### config.mk
export PLATFORM = sky130hd
export DESIGN_NAME = multicycle_control_unit
export DESIGN_NICKNAME = d
export VERILOG_FILES = /design/src/rtl/multicycle_control_unit.sv
export SDC_FILE = /design/constraint.sdc
export NUM_CORES = 1
export LEC_CHECK = 0
export CAP_MARGIN = 10
export CORE_AREA = 2 2 71 73
export CTS_CLUSTER_DIAMETER = 60
export DETAILED_ROUTE_END_ITERATION = 6
export DIE_AREA = 0 0 73 75
export PLACE_DENSITY = 0.83
export SETUP_SLACK_MARGIN = 0.2
export SKIP_CTS_REPAIR_TIMING = 1
export SLEW_MARGIN = 20
export SYNTH_ARGS = -nofsm -noshare
export SYNTH_HDL_FRONTEND = slang
export SYNTH_SLANG_ARGS = --single-unit
export TNS_END_PERCENT = 1
### constraint.sdc
create_clock -name clk -period 3.4 [get_ports clk]
set_input_delay 0.68 -clock clk [delete_from_list [all_inputs] [get_ports clk]]
set_output_delay 0.68 -clock clk [all_outputs]
set_load 0.02 [all_outputs]
### src/rtl/multicycle_control_unit.sv
// Multi-cycle RV32I-subset control FSM: sequences a shared memory/ALU datapath,
// flags unsupported instructions and counts retired instructions.
module multicycle_control_unit #(
   parameter int ALU_CTRL_W = 4,
   parameter int CNT_W      = 32
) (
   input  logic                  clk,
   input  logic                  rst,
   input  logic [31:0]           instr,
   input  logic                  zero,
   input  logic                  mem_ready,
   output logic                  pc_wrt,
   output logic                  ir_wrt,
   output logic                  mem_rd,
   output logic                  mem_wrt,
   output logic                  reg_wrt,
   output logic                  adr_src,
   output logic [1:0]            alu_src_a,
   output logic [1:0]            alu_src_b,
   output logic [1:0]            result_src,
   output logic [ALU_CTRL_W-1:0] alu_ctrl,
   output logic [1:0]            imm_src,
   output logic                  illegal,
   output logic [CNT_W-1:0]      instret
);

   typedef enum logic [3:0] {
      S_FETCH, S_DECODE, S_MEMADR, S_MEMRD, S_MEMWB, S_MEMWR, S_EXECR,
      S_EXECI, S_ALUWB, S_BRANCH, S_JALR, S_JAL, S_TRAP
   } state_t;

   localparam logic [6:0] OP_LOAD = 7'b0000011;
   localparam logic [6:0] OP_STORE = 7'b0100011;
   localparam logic [6:0] OP_RTYPE = 7'b0110011;
   localparam logic [6:0] OP_ITYPE = 7'b0010011;
   localparam logic [6:0] OP_BRANCH = 7'b1100011;
   localparam logic [6:0] OP_JAL = 7'b1101111;
   localparam logic [6:0] OP_JALR = 7'b1100111;

   localparam logic [3:0] ALU_AND = 4'b0000;
   localparam logic [3:0] ALU_OR  = 4'b0001;
   localparam logic [3:0] ALU_ADD = 4'b0010;
   localparam logic [3:0] ALU_SUB = 4'b0011;
   localparam logic [3:0] ALU_SLT = 4'b0100;

   state_t           r_state;
   state_t           w_next;
   logic [CNT_W-1:0] r_instret;
   logic             w_retire;

   logic [6:0] w_op;
   logic [2:0] w_f3;
   logic       w_f7b5;
   logic       w_is_lw, w_is_sw, w_is_r, w_is_i, w_is_br, w_is_jal, w_is_jalr;
   logic [3:0] w_alu_f3;
   logic       w_unused;

   assign w_op     = instr[6:0];
   assign w_f3     = instr[14:12];
   assign w_f7b5   = instr[30];
   assign w_unused = ^{instr[31], instr[29:15], instr[11:7]};

   assign w_is_lw   = (w_op == OP_LOAD)  && (w_f3 == 3'b010);
   assign w_is_sw   = (w_op == OP_STORE) && (w_f3 == 3'b010);
   assign w_is_r    = (w_op == OP_RTYPE) &&
                      (w_f3 == 3'b000 || w_f3 == 3'b111 || w_f3 == 3'b110 || w_f3 == 3'b010);
   assign w_is_i    = (w_op == OP_ITYPE) &&
                      (w_f3 == 3'b000 || w_f3 == 3'b111 || w_f3 == 3'b110);
   assign w_is_br   = (w_op == OP_BRANCH) && (w_f3 == 3'b000 || w_f3 == 3'b001);
   assign w_is_jal  = (w_op == OP_JAL);
   assign w_is_jalr = (w_op == OP_JALR) && (w_f3 == 3'b000);

   // funct3 -> ALU op shared by R-type and I-type; sub is selected separately in EXECR
   always_comb begin
      case (w_f3)
         3'b111:  w_alu_f3 = ALU_AND;
         3'b110:  w_alu_f3 = ALU_OR;
         3'b010:  w_alu_f3 = ALU_SLT;
         default: w_alu_f3 = ALU_ADD;
      endcase
   end

   always_comb begin
      w_next = r_state;
      case (r_state)
         S_FETCH:  if (mem_ready) w_next = S_DECODE;
         S_DECODE: begin
            if (w_is_lw || w_is_sw) w_next = S_MEMADR;
            else if (w_is_r)        w_next = S_EXECR;
            else if (w_is_i)        w_next = S_EXECI;
            else if (w_is_br)       w_next = S_BRANCH;
            else if (w_is_jal)      w_next = S_JAL;
            else if (w_is_jalr)     w_next = S_JALR;
            else                    w_next = S_TRAP;
         end
         S_MEMADR: w_next = w_is_lw ? S_MEMRD : S_MEMWR;
         S_MEMRD:  if (mem_ready) w_next = S_MEMWB;
         S_MEMWB:  w_next = S_FETCH;
         S_MEMWR:  if (mem_ready) w_next = S_FETCH;
         S_EXECR:  w_next = S_ALUWB;
         S_EXECI:  w_next = S_ALUWB;
         S_ALUWB:  w_next = S_FETCH;
         S_BRANCH: w_next = S_FETCH;
         S_JALR:   w_next = S_JAL;
         S_JAL:    w_next = S_ALUWB;
         S_TRAP:   w_next = S_TRAP;
         default:  w_next = S_FETCH;
      endcase
   end

   assign w_retire = (r_state == S_MEMWB) || (r_state == S_ALUWB) ||
                     (r_state == S_BRANCH) || ((r_state == S_MEMWR) && mem_ready);

   always_ff @(posedge clk or posedge rst) begin
      if (rst) begin
         r_state   <= S_FETCH;
         r_instret <= '0;
      end else begin
         r_state <= w_next;
         if (w_retire) r_instret <= r_instret + 1'b1;
      end
   end

   assign instret = r_instret;

   always_comb begin
      pc_wrt     = 1'b0;
      ir_wrt     = 1'b0;
      mem_rd     = 1'b0;
      mem_wrt    = 1'b0;
      reg_wrt    = 1'b0;
      adr_src    = 1'b0;
      alu_src_a  = 2'b00;
      alu_src_b  = 2'b00;
      result_src = 2'b00;
      alu_ctrl   = '0;
      imm_src    = 2'b00;
      illegal    = 1'b0;
      case (r_state)
         S_FETCH: begin
            mem_rd     = 1'b1;
            alu_src_b  = 2'b10;
            alu_ctrl   = ALU_CTRL_W'(ALU_ADD);
            result_src = 2'b10;
            ir_wrt     = mem_ready;
            pc_wrt     = mem_ready;
         end
         S_DECODE: begin
            alu_src_a = 2'b01;
            alu_src_b = 2'b01;
            alu_ctrl  = ALU_CTRL_W'(ALU_ADD);
            case (w_op)
               OP_STORE:  imm_src = 2'b01;
               OP_BRANCH: imm_src = 2'b10;
               OP_JAL:    imm_src = 2'b11;
               default:   imm_src = 2'b00;
            endcase
         end
         S_MEMADR: begin
            alu_src_a = 2'b10;
            alu_src_b = 2'b01;
            alu_ctrl  = ALU_CTRL_W'(ALU_ADD);
            imm_src   = w_is_lw ? 2'b00 : 2'b01;
         end
         S_MEMRD: begin
            mem_rd  = 1'b1;
            adr_src = 1'b1;
         end
         S_MEMWB: begin
            result_src = 2'b01;
            reg_wrt    = 1'b1;
         end
         S_MEMWR: begin
            mem_wrt = 1'b1;
            adr_src = 1'b1;
         end
         S_EXECR: begin
            alu_src_a = 2'b10;
            alu_ctrl  = (w_f3 == 3'b000 && w_f7b5) ? ALU_CTRL_W'(ALU_SUB)
                                                    : ALU_CTRL_W'(w_alu_f3);
         end
         S_EXECI: begin
            alu_src_a = 2'b10;
            alu_src_b = 2'b01;
            alu_ctrl  = ALU_CTRL_W'(w_alu_f3);
         end
         S_ALUWB: reg_wrt = 1'b1;
         S_BRANCH: begin
            alu_src_a = 2'b10;
            alu_ctrl  = ALU_CTRL_W'(ALU_SUB);
            pc_wrt    = (w_f3 == 3'b000) ? zero : !zero;
         end
         S_JALR: begin
            alu_src_a = 2'b10;
            alu_src_b = 2'b01;
            alu_ctrl  = ALU_CTRL_W'(ALU_ADD);
         end
         // PC takes the target held in ALUOut while the ALU forms the link address
         S_JAL: begin
            pc_wrt    = 1'b1;
            alu_src_a = 2'b01;
            alu_src_b = 2'b10;
            alu_ctrl  = ALU_CTRL_W'(ALU_ADD);
         end
         S_TRAP:  illegal = 1'b1;
         default: ;
      endcase
      if (rst) begin
         pc_wrt  = 1'b0;
         ir_wrt  = 1'b0;
         mem_rd  = 1'b0;
         mem_wrt = 1'b0;
         reg_wrt = 1'b0;
      end
   end

endmodule

Word level (Yosys, flattened, before mapping):

Index checks and enable logic that the tools add are counted.

* bits in registers: 36
* input port bits: 36
* output and inout port bits: 51
* logic and storage cells: 91

* add/sub/neg operators: 1
* equality and inequality tests: 26
* multiplexer cells: 33
* reduce and logical (&&, ||, !) cells: 29

Operators with widths (count)
* adder 32 x 1 -> 32 bit, second input constant: 1
* case mux 4 bit (8 select lines): 1
* two-way mux 4 bit: 7
* == test 7 bit, second input constant: 3
* == test 4 bit, second input constant: 5
* == test 4 x 3 -> 1 bit, second input constant: 4
* case mux 2 bit (2 select lines): 4
* case mux 4 bit (4 select lines): 1
* == test 7 x 6 -> 1 bit, second input constant: 2
* two-way mux 1 bit: 13
* two-way mux 3 bit: 4
* OR reduction 2 bit: 5
* OR reduction 5 bit: 2
* case mux 3 bit (3 select lines): 1
* == test 4 x 2 -> 1 bit, second input constant: 2
* logical AND 1 bit: 8
* logical OR 1 bit: 8
* == test 7 x 2 -> 1 bit, second input constant: 1
* == test 7 x 5 -> 1 bit, second input constant: 1
* == test 3 bit, second input constant: 2
* != test 2 bit, second input constant: 3
* case mux 2 bit (3 select lines): 1
* == test 4 x 1 -> 1 bit, second input constant: 1
* logical NOT 4 bit: 1
* 8 further kinds: 8

Depth between registers and ports, before layout:

Gate-level depths: netlist (run 1).

* depth in word-level cells: 9
* gate-level depth with buffers: 7

Worst setup path after synthesis (run 1):

No wires, ideal clock.

* kind: input to output
* start point: input instr[14]
* end point: output pc_wrt
* data arrival time: 2.012 ns
* data required time: 2.720 ns
* setup slack: 0.708 ns
* cell stages on the path: 5
* path buffers: 1
* cells stage by stage: clkbuf_1 > nor3_1 > xnor2_1 > o211ai_1 > a211oi_1

* longest elaborated chain between the ends: 4

RTL lines
* start: declaration: line 9 `input logic [31:0] instr,`
* logical NOT 3 bit: line 191 `pc_wrt = (w_f3 == 3'b000) ? zero : !zero;`
* two-way mux 1 bit: line 191
* case mux 1 bit (3 select lines): line 139 `case (r_state)`
* two-way mux 1 bit: line 208 `if (rst) begin`
* end: declaration: line 12 `output logic pc_wrt,`

No other way between the ends.

Final worst setup path (run 1):

* start point: input instr[12]
* end point: output imm_src[0]

* longest elaborated chain between the ends: 4

RTL lines
* == test 3 x 2 -> 1 bit: line 63 `assign w_is_lw = (w_op == OP_LOAD) && (w_f3 == 3'b010);`
* logical AND 1 bit: line 63
* two-way mux 1 bit: line 163 `imm_src = w_is_lw ? 2'b00 : 2'b01;`
* case mux 2 bit (2 select lines): line 139
* end: declaration: line 22 `output logic [1:0] imm_src,`

No other way between the ends.

==> flow_metrics.tcl, run 1 <==
set metrics [dict create \
    outcome "finished clean" \
    yosys.area_share.simple_pct 26.70 \
    gp_congestion 0.8328 \
    area_growth_pct 40.25 \
    drt_iter0_markers 111 \
    syn-num-nets 270 \
    path_clk_slew_ns 0.07 \
    synth.most_common_cell "dfrtp_1" \
    die_width_um 73 \
    num_vias 1998 \
    cts_buffer_depth 2 \
    fin_nets 341 \
    post_dp_cell_area_um2 2910 \
    drt_pass1_iterations 4 \
    cts_buffers 5 \
    synth_cell_type_count 48 \
    pin_count 87 \
    cts-root-buf "clkbuf_8" \
    drc 0 \
    pwr-share-seq_pct 35.0 \
    grt_max_degree 37 \
    cpPeakStageDelay_ns 0.47 \
    final_core_util_pct 65.29 \
    synth_xor_area_share_pct 14.13 \
    synth_fa_ha_area_share_pct 0.5767 \
    syn_inst 233 \
    power.density_nw_per_um2 551.0 \
    wl_per_cell_um 14.38 \
    switchingPower_uw 647.0 \
    yosys-top-cells-area "dfrtp_1 42%, xnor2_1 13%, nand3_1 4.2%" \
    core_um2 4661 \
    synthMuxAreaShare_pct 1.499 \
    grt_pass1_wl_um 8659 \
    synth_seq_cells 36 \
    ys_seq_area_share_pct 41.52 \
    yosys_warnings 0 \
    routed_wl_um 5164 \
    swShare_pct 38.59 \
    post-route-min-period_ns 3.023 \
    syn_area_um2 2170 \
    die_h_um 75 \
    fin_crit_sh_pct 88.92 \
    drive_gt1_share_pct 10.82 \
    drv_cap 0 \
    htree_levels 2 \
    max-vdd-ir-drop_uv 417.3 \
    tightest_slew_ns 0.5574 \
    crit_buf_inv 2 \
    num_rows 25 \
    synth_top_area_share_pct 41.52 \
    ys.flop_type "dfrtp_1" \
    drtAntennaViolNets 0 \
    hpwl_um 3820 \
    slew_viol_final 0 \
    initial_core_util_pct 46.55 \
    clk_latency_ns 0.29 \
    critPathArrivalTime_ns 2.34 \
    synth-edff-count 0 \
    synth_common_cells "36 x dfrtp_1, 31 x xnor2_1, 18 x nand3_1, 14 x nand2_1, 11 x nand4_1" \
    grt_pass1_vias 1922 \
    r2r_slack_ns 1.32 \
    critPathKind "in2out" \
    synth_async_sr_flop_share_pct 100.0 \
    setup_viol 0 \
    grt_use_total_pct 20.09 \
    grt-ovfl-total 0 \
    rsz0062_at_grt "no" \
    vias_per_cell 5.565 \
    cts.sinks 36 \
    crit_fanout 4 \
    cpLargestDelayFamily "buffers and inverters" \
    antenna_found_initial 0 \
    synth_top_family_by_area "simple AND/OR/NAND/NOR gates" \
    netlist.top_cell.by_area "dfrtp_1" \
    skew_ns 0.006226 \
    hold_path.class "reg2reg" \
    pwr-share-comb_pct 43.1 \
    cp-start-kind "input pin" \
    num_antenna_cells 0 \
    cp-end-kind "output port" \
    synth_compound_area_share_pct 10.84 \
    syn_area_per_cell_um2 9.312 \
    power.leakage_uw 0.001300 \
    fin_area_um2 3043 \
    maxSlewHeadroom_pct 62.84 \
    timing.fmax_mhz 330.8 \
    die-area_um2 5475 \
    hold_violations 0 \
    power_frac_clock_pct 22.0 \
    crit_path_cell_trace "clkdlybuf4s50_1, nand2b_1, or3_1, o311ai_2, o21ai_0, dlymetal6s2s_1" \
    p_int_uw 1030 \
    portBuffers 64 \
    critPathRequiredTime_ns 2.72 \
    cts_tree "done" \
    crit_path_top_delay_cell "clkdlybuf4s50_1" \
]
through the flow:
stage	hold WS (ns)	cells	power [µW]	TNS (ns)	setup WS [ns]
2_1_floorplan	0.5823	233	1017	0	0.7079
3_3_place_gp	0.4584	351	1302	-0.006855	-0.006855
3_5_place_dp	0.4854	351	1317	-0.006629	-0.006629
4_1_cts	0.5004	359	1688	-0.01890	-0.01890
5_1_grt	0.5112	359	1773	0	0.2850
6_report	0.4924	359	1677	0	0.3768
cell families (layout without fill, tap and decap cells):
kind of cell | count (synthesis) | in the layout
DFF | 36 | 36
adders and majority gates | 1 | 1
buffers and inverters | 20 | 92
other | 1 | 1
xor gates and xnor gates | 35 | 35
muxes | 3 | 3
AOI/OAI and AO/OA | 35 | 35
and+or+nand+nor | 102 | 102
worst register-to-register path: cells and delay by family, from the launching register on:
kind / cells / cell delay [ns]
XOR/XNOR: 1 / 0.15
flip-flops: 1 / 0.59
buffers and inverters: 1 / 0.25
AO/OA/AOI/OAI: 1 / 0.13
AND/OR/NAND/NOR: 3 / 0.86
flip-flops by register name, summed over array words and instances, names as in the netlist:
| register | count |
|---|---|
| instret | 32 |
| r_state | 4 |
worst paths after layout:
check	end	startpoint	depth (start not counted)
worst max-delay path	imm_src[0]	instr[12]	6
worst min register to register	instret[31]	instret[31]	1
min in group asynchronous	instret[14]	rst	3
worst min-delay path	instret[31]	instret[31]	1
worst max register to register	instret[6]	r_state[2]	6
max in group asynchronous	instret[8]	rst	3
cells in the final DEF (no fill, tap or decap), drive strengths merged, types with 4 or more instances in the layout:
cell	synthesis	layout
nand2	14	14
inv	5	5
a21oi	7	7
dfrtp	36	36
buf	7	15
nor2	11	11
nand4	11	11
nor3	9	9
dlymetal6s2s	0	5
nand2b	5	5
nand3	18	18
and4	5	5
clkdlybuf4s50	0	59
o211ai	5	5
xnor2	31	31
clkbuf	8	6
xor2	4	4
o21ai	8	8
nor2b	8	8
and3	10	10
routing by layer:
metal / track usage [%] / share of wire (%)
met5: 0 / 0
met4: 6.790 / 1.5
met3: 4.284 / 5.9
met2: 34.93 / 51
met1: 24.85 / 42
power by group through the flow:
| stage | clock (µW) | sequential, µW | combinational, µW |
|---|---|---|---|
| global placement | 0 | 587 | 715 |
| global route | 391 | 601 | 782 |
| detailed placement | 0 | 594 | 722 |
| finish | 369 | 586 | 722 |
| CTS | 373 | 586 | 729 |
| floorplan | 0 | 563 | 454 |
area by class of cell:
class | count | area, µm²
clock buffers | 6 | 72.57
clock inverters | 2 | 35.03
fillers | 386 | 1618
inverters | 5 | 18.77
multi-input cells | 177 | 1182
flip-flops and latches | 36 | 900.9
well taps | 54 | 67.56
repair buffers | 79 | 765.7
Power figures use the tool's default switching activity.
==> run 2: changes to the inputs <==
- CTS_CLUSTER_SIZE: not set -> 12
==> results of run 2 <==
The final DEF is identical to that of run 1; final timing and power are the same.
